==> src/rtl/keccak_perm_ctrl.sv <==
// Round sequencer for the single-round Keccak-f[1600] datapath: issues rounds, strobes
// state write-back, arbitrates host writes, and reports done/irq/watchdog/permutation count.
module keccak_perm_ctrl #(
    parameter int unsigned NUM_ROUNDS  = 24,
    parameter int unsigned TIMEOUT_CYC = 64,
    parameter int unsigned CNT_W       = 16,
    localparam int unsigned RW   = (NUM_ROUNDS > 1) ? $clog2(NUM_ROUNDS) : 1,
    localparam int unsigned WD_W = $clog2(TIMEOUT_CYC + 1)
) (
    input  logic             clk_i,
    input  logic             rst_i,
    input  logic             start_i,
    input  logic             abort_i,
    output logic             busy_o,
    output logic             done_o,
    output logic             irq_o,
    input  logic             irq_clr_i,
    output logic             err_o,
    input  logic             host_req_i,
    output logic             host_gnt_o,
    output logic             dp_start_o,
    output logic [RW-1:0]    dp_round_o,
    input  logic             dp_done_i,
    output logic             state_we_o,
    output logic [CNT_W-1:0] perm_cnt_o
);

    typedef enum logic [1:0] {
        S_IDLE,
        S_ISSUE,
        S_WAIT,
        S_FINISH
    } state_e;

    state_e            state_q, state_d;
    logic [RW-1:0]     round_cnt_q, round_cnt_d;
    logic [WD_W-1:0]   wd_cnt_q, wd_cnt_d;
    logic              err_q, err_d;
    logic              irq_q, irq_d;
    logic [CNT_W-1:0]  perm_cnt_q, perm_cnt_d;

    logic              aborting;
    logic              finishing;
    logic              timing_out;

    // NOTE: sequential state uses non-blocking assignments so every flop samples pre-edge values.
    always_ff @(posedge clk_i) begin
        if (rst_i) begin
            state_q     <= S_IDLE;
            round_cnt_q <= '0;
            wd_cnt_q    <= '0;
            err_q       <= 1'b0;
            irq_q       <= 1'b0;
            perm_cnt_q  <= '0;
        end else begin
            state_q     <= state_d;
            round_cnt_q <= round_cnt_d;
            wd_cnt_q    <= wd_cnt_d;
            err_q       <= err_d;
            irq_q       <= irq_d;
            perm_cnt_q  <= perm_cnt_d;
        end
    end

    // Abort outranks every completion event raised in the same cycle.
    assign aborting   = abort_i && (state_q != S_IDLE);
    assign finishing  = (state_q == S_FINISH) && !aborting;
    assign timing_out = (state_q == S_WAIT) && !dp_done_i && !aborting &&
                        (wd_cnt_q == WD_W'(TIMEOUT_CYC - 1));

    // NOTE: every variable gets a default at the top of the block so no path infers a latch.
    always_comb begin
        state_d     = state_q;
        round_cnt_d = round_cnt_q;
        wd_cnt_d    = wd_cnt_q;
        err_d       = err_q;
        perm_cnt_d  = perm_cnt_q;

        case (state_q)
            S_IDLE: begin
                if (start_i) begin
                    state_d = S_ISSUE;
                    err_d   = 1'b0;
                end
            end
            S_ISSUE: begin
                wd_cnt_d = '0;
                state_d  = S_WAIT;
            end
            S_WAIT: begin
                if (dp_done_i) begin
                    if (round_cnt_q == RW'(NUM_ROUNDS - 1)) begin
                        state_d = S_FINISH;
                    end else begin
                        round_cnt_d = round_cnt_q + RW'(1);
                        state_d     = S_ISSUE;
                    end
                end else if (timing_out) begin
                    err_d   = 1'b1;
                    state_d = S_IDLE;
                end else begin
                    wd_cnt_d = wd_cnt_q + WD_W'(1);
                end
            end
            S_FINISH: begin
                state_d = S_IDLE;
            end
            default: state_d = S_IDLE;
        endcase

        if (aborting) begin
            state_d = S_IDLE;
        end
        if (finishing) begin
            perm_cnt_d = perm_cnt_q + CNT_W'(1);
        end
        // Set wins over a simultaneous clear.
        irq_d = finishing || (irq_q && !irq_clr_i);
        // Round index reads 0 whenever the sequencer rests in IDLE.
        if (state_d == S_IDLE) begin
            round_cnt_d = '0;
        end
    end

    always_comb begin
        busy_o     = (state_q != S_IDLE);
        host_gnt_o = (state_q == S_IDLE) && host_req_i;
        dp_start_o = (state_q == S_ISSUE);
        state_we_o = (state_q == S_WAIT) && dp_done_i && !aborting;
        done_o     = finishing;
        dp_round_o = round_cnt_q;
        err_o      = err_q;
        irq_o      = irq_q;
        perm_cnt_o = perm_cnt_q;
    end

endmodule

==> config.mk <==
export PLATFORM = sky130hd
export DESIGN_NAME = keccak_perm_ctrl
export DESIGN_NICKNAME = d
export VERILOG_FILES = /design/src/rtl/keccak_perm_ctrl.sv
export SDC_FILE = /design/constraint.sdc
export NUM_CORES = 1
export LEC_CHECK = 0
export CAP_MARGIN = 15
export CORE_MARGIN = 2
export CORE_UTILIZATION = 54
export CTS_CLUSTER_SIZE = 16
export DETAILED_ROUTE_END_ITERATION = 8
export HOLD_SLACK_MARGIN = 0.05
export PLACE_DENSITY = 0.95
export SLEW_MARGIN = 25
export SYNTH_ARGS = -nofsm -noshare
export SYNTH_HDL_FRONTEND = slang
export SYNTH_SLANG_ARGS = --single-unit
==> constraint.sdc <==
create_clock -name clk_i -period 4.66 [get_ports clk_i]
set_clock_uncertainty 0.1 [all_clocks]
set_input_delay 0.466 -clock clk_i [delete_from_list [all_inputs] [get_ports clk_i]]
set_output_delay 0.466 -clock clk_i [all_outputs]
set_load 0.01 [all_outputs]
==> impl_metrics.py <==
metrics = {
    "run_status": {
        "status": "completed",
    },
    "drt": {
        "wl_um": 3400,
        "num_vias": 1529,
        "wire_per_inst_um": 13.1,
        "via_per_inst": 5.90,
        "drt-initial-drc-count": 46,
        "drc": 0,
        "ant_nets": 0,
        "dr.pass1.iters": 4,
    },
    "clocking": {
        "hold_buffers": 0,
        "cts_tree": "done",
        "clockBufferDepth": 2,
        "cts_resized": 0,
        "clk_pin_slew_worst_paths_ns": 0.09,
        "clk_latency_ns": 0.33,
        "clockRootBuffer": "clkbuf_4",
        "clock_sinks": 32,
        "cts_setup_buffers": 0,
        "cts_max_level": 2,
        "cts_made_buffers": 5,
    },
    "timing": {
        "worst_slack_ns": 1.78,
        "setup_viol": 0,
        "hold_viol": 0,
        "finalCritPeriodShare_pct": 61.7,
        "maxSlewViolCount": 0,
        "slew_headroom_pct": 44.0,
        "post-route-min-period_ns": 2.88,
        "worst_pin_slew_ns": 0.837,
        "fin_tns_setup_ns": 0,
        "fmax_ghz": 0.348,
        "rsz0062_at_grt": "no",
    },
    "power": {
        "leakagePower_nw": 0.725,
        "p_per_area_nw_per_um2": 230,
        "vdd_ir_drop_max_uv": 135,
        "power.total_w": 0.000467,
    },
    "floorplan": {
        "die_w_um": 59.4,
        "io_pins": 35,
        "rows": 20,
        "die_h_um": 59.4,
        "initial_utilization_pct": 55.6,
        "die-area_um2": 3530,
        "core_um2": 2980,
    },
    "synth": {
        "synth_cell_types": 41,
        "ys_warn_count": 0,
        "synth_fp_nets": 207,
        "synth-main-ff-cell": "dfxtp_1",
        "synth_seq_cells": 32,
        "avgSynthCellArea_um2": 8.58,
        "synth_seq_area_share_pct": 38.7,
        "synth_area_leaders": "dfxtp_1, a21oi_1, ha_1, xor2_1, or4_1",
        "synthCells": 193,
        "synth_async_sr_flop_share_pct": 0,
        "synth_top_cell_area_share_pct": 38.7,
        "synth_area_um2": 1660,
        "synth_top_area_cell": "dfxtp_1",
        "synth_edf_count": 0,
    },
    "worst_setup_path": {
        "cp-end-kind": "output pin",
        "cp.required_ns": 4.09,
        "critPathKind": "register to output pin",
        "arrival_ns": 2.31,
        "start_kind": "register",
        "crit_fanout": 11,
    },
    "placed_design": {
        "dpl.hpwl_um": 2490,
        "dp_cells": 252,
        "numPortBuffers": 34,
        "gp_congestion": 0.833,
        "pre_cts_ws_ns": 2.05,
    },
    "layout": {
        "diodes": 0,
        "area_delta_synth_final_pct": 22.7,
        "fin_nets": 240,
        "drive_gt1_share_pct": 5.75,
        "instances_no_fill": 259,
        "layout_common_cells": "clkdlybuf4s50_1, dfxtp_1, a21oi_1, nand2_1, o21ai_0",
        "final_common_cell": "clkdlybuf4s50_1",
    },
    "global_route": {
        "grtUsageTotal_pct": 20.6,
        "grt_overflow_total": 0,
        "grt_first_pass_wirelength_um": 5580,
        "antenna_found_initial": 0,
        "grt_pass1_vias": 1355,
        "grt_max_degree": 25,
    },
    "run": {
        "max-cap-violations": 0,
    },
    "min_path": {
        "hold_path.class": "register to register",
    },
}
worst max-delay path, stage by stage, from the launching register on:
cell,delay [ns]
dfxtp_1,0.35
inv_1,0.12
ha_1,0.36
nand2b_1,0.36
nand2_1,0.19
inv_1,0.08
clkdlybuf4s50_1,0.53
per-layer routing:
metal | vias to the layer above | GRT usage (%) | part of all wire [%]
met5 | - | 0 | 0
met4 | 0 | 5.84 | 0.91
met3 | 7 | 6.33 | 6.2
met2 | 52 | 36.6 | 50
met1 | 704 | 23.7 | 43
li1 | 766 | - | -
area by class of cell:
cell class | count | area (µm²)
multi-input combinational | 143 | 926
clock inverter | 1 | 5.00
clock buffer | 6 | 41.3
fill | 234 | 946
timing repair buffer | 34 | 340
sequential | 32 | 641
tap | 33 | 41.3
inverter | 10 | 37.5
where the power goes:
part | total, W | switching (W) | internal (W)
sequential | 0.000277 | 0.00000175 | 0.000275
clock | 0.000144 | 0.0000885 | 0.0000555
combinational | 0.0000467 | 0.0000271 | 0.0000196
total | 0.000467 | 0.000117 | 0.000350
worst paths after layout:
path,from,endpoint,slack (ns),cells after the start
hold reg to reg,perm_cnt_o[15],perm_cnt_o[15],0.38,2
setup reg to reg,state_q[0],perm_cnt_o[13],2.28,6
setup / recovery,state_q[0],done_o,1.78,6
hold / removal,perm_cnt_o[15],perm_cnt_o[15],0.38,2
cells by family (layout without fill, tap and decap cells):
kind of cell,after synthesis,count (layout),synth area share (%)
AOI/OAI and AO/OA,48,48,17.6
DFF,32,32,38.7
muxes,1,1,0.604
buffers and inverters,18,51,5.44
adders and majority gates,7,7,5.29
xor gates and xnor gates,9,9,4.76
and+or+nand+nor,78,78,27.6
registers in the layout, summed over array words and instances (netlist names):
signal	cells
dp_round_o	5
err_o	1
irq_o	1
perm_cnt_o	16
state_q	2
wd_cnt_q	7
synthesized netlist by cell type, types with 6 or more instances:
cell type	number
inv_1	10
o21ai_0	11
dfxtp_1	32
ha_1	7
and3_1	6
nor2_1	8
or3_1	6
or4_1	9
xor2_1	8
o31ai_1	7
nand2_1	16
a21oi_1	23
nand3_1	10
per-stage QoR:
stage / utilization, % / cell area (µm²) / hold WS, ns
2_1_floorplan: - / 1660 / 0.353
4_1_cts: 68.2 / 2030 / 0.386
3_5_place_dp: 66.7 / 1990 / 0.371
5_1_grt: 68.2 / 2030 / 0.412
6_report: 68.2 / 2030 / 0.382
3_3_place_gp: 66.7 / 1990 / 0.365
No activity file was read; power rests on OpenSTA's default activity.
